[config.mk]
export PLATFORM = sky130hd
export DESIGN_NAME = bcd_countdown_flat
export DESIGN_NICKNAME = d
export VERILOG_FILES = /design/src/rtl/bcd_countdown_pkg.sv /design/src/rtl/bcd_countdown_if.sv /design/src/rtl/bcd_digit_dec.sv /design/src/rtl/bcd_countdown.sv /design/src/flat_wrapper.sv
export SDC_FILE = /design/constraint.sdc
export NUM_CORES = 1
export LEC_CHECK = 0
export BUFFER_PORTS_ARGS = -buffer_cell sky130_fd_sc_hd__buf_4
export CAP_MARGIN = 20
export CORE_ASPECT_RATIO = 0.9
export CORE_MARGIN = 1.5
export CORE_UTILIZATION = 45
export CTS_BUF_LIST = sky130_fd_sc_hd__clkbuf_4
export CTS_CLUSTER_DIAMETER = 50
export CTS_CLUSTER_SIZE = 12
export DETAILED_ROUTE_END_ITERATION = 8
export PLACE_DENSITY = 0.72
export SETUP_SLACK_MARGIN = 0.2
export SLEW_MARGIN = 0
export SYNTH_ARGS = -nofsm -noshare
export SYNTH_HDL_FRONTEND = slang
export SYNTH_HIERARCHICAL = 1
export SYNTH_SLANG_ARGS = --single-unit
[constraint.sdc]
create_clock -name clk -period 4.2 [get_ports clk]
set_clock_uncertainty 0.05 [all_clocks]
set_input_delay 0.21 -clock clk [delete_from_list [all_inputs] [get_ports clk]]
set_output_delay 0.21 -clock clk [all_outputs]
set_load 0.005 [all_outputs]
[src/rtl/bcd_countdown_pkg.sv]
// Shared definitions for the BCD down-counter.
//   BCD_W / BCD_MAX : width and largest value of one BCD digit
//   state_t         : control FSM encoding (IDLE, RUN)
//   is_valid_bcd    : true when every one of the low `digits` nibbles is <= 9
package bcd_countdown_pkg;

    localparam int         BCD_W   = 4;
    localparam logic [3:0] BCD_MAX = 4'd9;

    typedef enum logic {
        IDLE = 1'b0,
        RUN  = 1'b1
    } state_t;

    // The value is passed zero-extended to 64 bits so one function serves
    // any counter width up to 16 digits.
    function automatic logic is_valid_bcd(input logic [63:0] val, input int digits);
        logic ok;
        ok = 1'b1;
        for (int i = 0; i < 16; i++) begin
            if (i < digits && val[i*BCD_W +: BCD_W] > BCD_MAX) begin
                ok = 1'b0;
            end
        end
        return ok;
    endfunction

endpackage

[src/rtl/bcd_countdown_if.sv]
// Control/status bundle of the BCD down-counter.
//   master : drives start, abort, hold, load_val; observes cnt, running, done, load_err
//   slave  : the counter itself
interface bcd_countdown_if #(
    parameter int DIGITS = 4
);
    import bcd_countdown_pkg::*;

    logic                      start;
    logic                      abort;
    logic                      hold;
    logic [BCD_W*DIGITS-1:0]   load_val;
    logic [BCD_W*DIGITS-1:0]   cnt;
    logic                      running;
    logic                      done;
    logic                      load_err;

    modport master (
        output start, abort, hold, load_val,
        input  cnt, running, done, load_err
    );

    modport slave (
        input  start, abort, hold, load_val,
        output cnt, running, done, load_err
    );

endinterface

[src/rtl/bcd_digit_dec.sv]
// Combinational single-digit BCD decrement with borrow chaining.
//   digit_in   : current digit (assumed valid BCD)
//   borrow_in  : request to subtract one from this digit
//   digit_out  : resulting digit
//   borrow_out : this digit was 0 and wrapped to 9, so the next digit owes one
module bcd_digit_dec
    import bcd_countdown_pkg::*;
(
    input  logic [BCD_W-1:0] digit_in,
    input  logic             borrow_in,
    output logic [BCD_W-1:0] digit_out,
    output logic             borrow_out
);

    always_comb begin
        digit_out  = digit_in;
        borrow_out = 1'b0;
        if (borrow_in) begin
            if (digit_in == '0) begin
                digit_out  = BCD_MAX;
                borrow_out = 1'b1;
            end else begin
                digit_out = digit_in - 1'b1;
            end
        end
    end

endmodule

[src/rtl/bcd_countdown.sv]
// Loadable multi-digit BCD down-counter with prescaler and start/abort/hold FSM.
//   clk    : system clock
//   reset  : asynchronous active-high reset
//   bus    : slave side of bcd_countdown_if (start/abort/hold/load_val in,
//            cnt/running/done/load_err out, all outputs registered)
// cnt decrements once every TICK_DIV cycles of RUN (not counting hold cycles)
// and done pulses on the edge where it reaches zero.
module bcd_countdown
    import bcd_countdown_pkg::*;
#(
    parameter int DIGITS   = 4,
    parameter int TICK_DIV = 50000
) (
    input  logic            clk,
    input  logic            reset,
    bcd_countdown_if.slave  bus
);

    localparam int W       = BCD_W * DIGITS;
    localparam int PRESC_W = (TICK_DIV > 1) ? $clog2(TICK_DIV) : 1;
    localparam logic [PRESC_W-1:0] PRESC_LAST = PRESC_W'(TICK_DIV - 1);

    state_t              state_q, state_d;
    logic [W-1:0]        cnt_q, cnt_d;
    logic [PRESC_W-1:0]  presc_q, presc_d;
    logic                running_q, running_d;
    logic                done_q, done_d;
    logic                load_err_q, load_err_d;

    // Decremented value of cnt_q, built from a ripple chain of digit cells.
    logic [W-1:0]        cnt_dec;
    logic [DIGITS:0]     borrow;

    assign borrow[0] = 1'b1;

    generate
        for (genvar gi = 0; gi < DIGITS; gi++) begin : g_digit
            bcd_digit_dec u_dig (
                .digit_in   (cnt_q[gi*BCD_W +: BCD_W]),
                .borrow_in  (borrow[gi]),
                .digit_out  (cnt_dec[gi*BCD_W +: BCD_W]),
                .borrow_out (borrow[gi+1])
            );
        end
    endgenerate

    // Final tick: the decrement lands on zero. A borrow out of the top digit
    // would mean cnt was already zero; treat it the same so cnt can never wrap.
    logic at_final;
    assign at_final = (cnt_dec == '0) || borrow[DIGITS];

    logic load_ok;
    assign load_ok = is_valid_bcd(64'(bus.load_val), DIGITS);

    always_comb begin
        state_d    = state_q;
        cnt_d      = cnt_q;
        presc_d    = presc_q;
        running_d  = running_q;
        done_d     = 1'b0;
        load_err_d = 1'b0;

        case (state_q)
            IDLE: begin
                // abort is ignored here; start wins if both are high.
                if (bus.start) begin
                    if (!load_ok) begin
                        load_err_d = 1'b1;
                    end else if (bus.load_val == '0) begin
                        cnt_d  = '0;
                        done_d = 1'b1;
                    end else begin
                        cnt_d     = bus.load_val;
                        presc_d   = '0;
                        running_d = 1'b1;
                        state_d   = RUN;
                    end
                end
            end
            RUN: begin
                if (bus.abort) begin
                    state_d   = IDLE;
                    running_d = 1'b0;
                    presc_d   = '0;
                end else if (bus.hold) begin
                    // everything frozen
                end else if (presc_q == PRESC_LAST) begin
                    presc_d = '0;
                    if (at_final) begin
                        cnt_d     = '0;
                        done_d    = 1'b1;
                        running_d = 1'b0;
                        state_d   = IDLE;
                    end else begin
                        cnt_d = cnt_dec;
                    end
                end else begin
                    presc_d = presc_q + 1'b1;
                end
            end
            default: begin
                state_d   = IDLE;
                running_d = 1'b0;
            end
        endcase
    end

    always_ff @(posedge clk or posedge reset) begin
        if (reset) begin
            state_q    <= IDLE;
            cnt_q      <= '0;
            presc_q    <= '0;
            running_q  <= 1'b0;
            done_q     <= 1'b0;
            load_err_q <= 1'b0;
        end else begin
            state_q    <= state_d;
            cnt_q      <= cnt_d;
            presc_q    <= presc_d;
            running_q  <= running_d;
            done_q     <= done_d;
            load_err_q <= load_err_d;
        end
    end

    assign bus.cnt      = cnt_q;
    assign bus.running  = running_q;
    assign bus.done     = done_q;
    assign bus.load_err = load_err_q;

endmodule
[src/flat_wrapper.sv]
// flat-port wrapper written by rule: the top's interface ports become plain ports
module bcd_countdown_flat import bcd_countdown_pkg::*;
#(
    parameter int DIGITS   = 4,
    parameter int TICK_DIV = 50000
)
  (clk, reset, bus_start, bus_abort, bus_hold, bus_load_val, bus_cnt, bus_running, bus_done, bus_load_err);
  bcd_countdown_if #(.DIGITS(DIGITS)) bus_i ();
  input  logic clk;
  input  logic reset;
  input wire logic [$bits(bus_i.start)-1:0] bus_start;
  input wire logic [$bits(bus_i.abort)-1:0] bus_abort;
  input wire logic [$bits(bus_i.hold)-1:0] bus_hold;
  input wire logic [$bits(bus_i.load_val)-1:0] bus_load_val;
  output wire logic [$bits(bus_i.cnt)-1:0] bus_cnt;
  output wire logic [$bits(bus_i.running)-1:0] bus_running;
  output wire logic [$bits(bus_i.done)-1:0] bus_done;
  output wire logic [$bits(bus_i.load_err)-1:0] bus_load_err;
  assign bus_i.start = bus_start;
  assign bus_i.abort = bus_abort;
  assign bus_i.hold = bus_hold;
  assign bus_i.load_val = bus_load_val;
  assign bus_cnt = bus_i.cnt;
  assign bus_running = bus_i.running;
  assign bus_done = bus_i.done;
  assign bus_load_err = bus_i.load_err;
  bcd_countdown #(.DIGITS(DIGITS), .TICK_DIV(TICK_DIV)) u_core (.clk(clk), .reset(reset), .bus(bus_i));
endmodule
==> flow_metrics.py <==
metrics = {
    "floorplan": {
        "die_y_um": 72.0,
        "die_area_um2": 5740,
        "io_pins": 40,
        "dieWidth_um": 79.7,
        "start_util_pct": 48.1,
        "core_area_um2": 4950,
        "row_count": 24,
    },
    "clock_network": {
        "cts_made_buffers": 5,
        "clockBufferDepth": 2,
        "clkTransAtPathRegs_ps": 100,
        "cts.htree.levels": 2,
        "post_cts_resize_count": 0,
        "cts-root-buf": "clkbuf_4",
        "cts_tree": "yes",
        "post_cts_buffers": 0,
        "cts_sinks": 36,
        "clk_latency_ps": 350,
    },
    "route": {
        "routed.top_layer": "met4",
        "wl_per_cell_um": 16.3,
        "num_vias": 2067,
        "ant_nets": 0,
        "drc": 0,
        "route.met2.wl_um": 2560,
        "drt-initial-drc-count": 146,
        "first_pass_iters": 5,
        "routed_wl_um": 5640,
        "routed-wl-met3_um": 261,
        "m1WireLength_um": 2790,
        "avgViaCountPerCell": 5.99,
    },
    "run_status": {
        "status": "finished clean",
    },
    "power_and_ir_drop": {
        "powerDensity_nw_per_um2": 391,
        "power.total_mw": 1.09,
        "leakagePower_nw": 1.25,
        "irDropWorstVdd_uv": 215,
    },
    "setup_path": {
        "crit_slowest_cell": "dfrtp_1",
        "required_ps": 4380,
        "r2r_end": "u_core/bus.cnt[13]",
        "crit_end": "u_core/bus.cnt[13]",
        "r2r_slack_ps": 490,
        "cp-start-kind": "flip-flop",
        "worst_path_most_repeated_cell": "nand2b_4",
        "rr_worst_depth": 16,
        "arrival_ps": 3890,
        "end_kind": "flip-flop",
        "r2r-start": "u_core/bus.cnt[0]",
        "startpoint": "u_core/bus.cnt[0]",
        "max_stage_delay_ps": 430,
        "critical_path.cell_chain": "nand2b_4 > nor4_1 > buf_4 > nand2b_4 > nor4_2 > nand2b_4 > nor4_1 > buf_4 > nand2b_4 > nor3_1 > xor2_1 > nor4_1 > nand4_1 > and2_1 > a22o_1 > mux2_4",
        "critical_path_class": "reg -> reg",
        "path_max_fanout": 14,
    },
    "min_path": {
        "hold_class": "in -> reg",
    },
    "synth": {
        "async_flop_share_pct": 100,
        "synth_area_leaders": "dfrtp_1 38%, mux2_4 6.3%, a22o_1 5.9%, mux2_2 3.3%, nor4_1 3.2%",
        "yosys_most_used_dff": "dfrtp_1",
        "synth_edf_count": 0,
        "synth_largest_area_cell": "dfrtp_1",
        "synth_warnings": 6,
        "postSynthAreaPerCell_um2": 10.0,
        "ys_top_cells_by_count": "36 x dfrtp_1, 16 x a22o_1, 14 x a21oi_1",
        "ys_types": 52,
        "synth_area_um2": 2380,
        "synth.top_cell.area_share_pct": 37.8,
        "syn_inst": 237,
        "synth.yosys.seq_area_share_pct": 37.8,
        "synth-seq-cells": 36,
        "yosysMostFrequentCell": "dfrtp_1",
    },
    "placement": {
        "place_area_um2": 2730,
        "gp_congestion": 0.882,
        "dp_cells": 337,
        "place_ws_ps": 548,
        "place.port_buffers": 39,
        "hpwlAfterDp_um": 4020,
    },
    "sta": {
        "fin_crit_ps": 3710,
        "rsz0062_at_grt": "false",
        "setup-tns-final_ps": 0,
        "max_clock_freq_mhz": 270,
        "setup_slack_ps": 495,
        "hold_viol": 0,
        "relSlewSlack_pct": 32.2,
        "tightest_slew_ps": 1020,
        "drv_slew": 0,
        "whs_ps": 109,
        "finalSetupViolCount": 0,
        "fin_crit_sh_pct": 88.2,
    },
    "grt": {
        "grt_use_total_pct": 21.5,
        "grt_first_pass_wirelength_um": 9630,
        "antenna_found_initial": 0,
        "grt_pass1_vias": 1955,
        "grt.overflow.total": 0,
        "grt_max_degree": 37,
    },
    "final_layout": {
        "antennaDiodeCount": 0,
        "fin_cells": 345,
        "fillerInstances": 422,
        "stdcell_area_um2": 2790,
        "final_nets": 302,
        "finish.utilization_pct": 56.3,
        "syn_to_final_growth_pct": 17.1,
        "drive_gt1_share_pct": 30.0,
    },
    "flow_run": {
        "max_cap_violations": 0,
    },
}
## critical path: cells and delay by family (launching register included)
kind / cells / cell delay [ps]
simple gates: 11 / 2030
flops: 1 / 430
buf+inv: 2 / 360
compound gates: 1 / 310
mux: 1 / 270
xor+xnor: 1 / 130
## metal layers
metal | GRT usage, % | up-vias
met3 | 4.03 | 2
li1 | - | 1011
met5 | 0 | -
met1 | 31.6 | 998
met2 | 31.7 | 56
met4 | 7.21 | 0
## registers in the layout, summed over array words and instances (netlist names)
register,cells
u_core/presc_q,16
u_core/bus.load_err,1
u_core/bus.done,1
u_core/bus.running,1
u_core/bus.cnt,16
u_core/state_q,1
## where the power goes
part           internal, mW  leakage [nW]  switching, mW
combinational         0.236         0.753          0.165
clock                0.0585        0.0261          0.117
sequential            0.409         0.468          0.105
## worst min-delay path by stage
stage,start,endpoint,slack [ps],depth (start not counted)
global placement,reset,u_core/presc_q[5],310,3
global route,bus_abort,u_core/bus.running,100,3
detailed placement,reset,u_core/presc_q[3],310,3
floorplan,bus_start,u_core/bus.load_err,320,1
CTS,bus_abort,u_core/bus.running,90,3
finish,bus_abort,u_core/bus.running,110,3
## final cells by class
class	count	area [um^2]	area share, %
Inverter	7	26.3	0.942
Multi-Input combinational cell	185	1400	50.0
Timing Repair Buffer	45	340	12.2
Sequential cell	36	901	32.3
Tap cell	65	81.3	2.92
Clock buffer	5	37.5	1.35
Clock inverter	2	7.51	0.269
## cells by family (layout without fill, tap and decap cells)
kind of cell | after synthesis | after routing | share of synthesized area, %
other cells | 1 | 2 | 0.157
simple gates | 92 | 92 | 25.7
flops | 36 | 36 | 37.8
buf+inv | 17 | 59 | 3.99
xor+xnor | 8 | 8 | 2.94
compound gates | 64 | 64 | 18.8
mux | 18 | 18 | 10.0
fa+ha+maj | 1 | 1 | 0.525
## layout by cell type (no fill, tap or decap), drive strengths merged, types with 2 or more instances in the layout
master / n
inv: 7
buf: 44
o31ai: 7
nor4b: 3
nand2b: 5
or3: 7
dfrtp: 36
clkinv: 2
a21oi: 14
nand3b: 2
a22o: 16
nand3: 5
and3: 2
clkbuf: 5
nand2: 13
xor2: 8
nor3: 9
nor2: 9
nand4: 9
or4: 6
and4: 2
conb: 2
o21ai: 15
nor4: 12
or4b: 5
a21o: 4
mux2: 17
## repair_timing
| action | 4_1_cts | 5_1_grt |
|---|---|---|
| endpoints found under the hold margin | 36 | 0 |
| setup endpoints to repair | 0 | 0 |
| hold buffers | 1 | 0 |
Power figures use the tool's default switching activity.
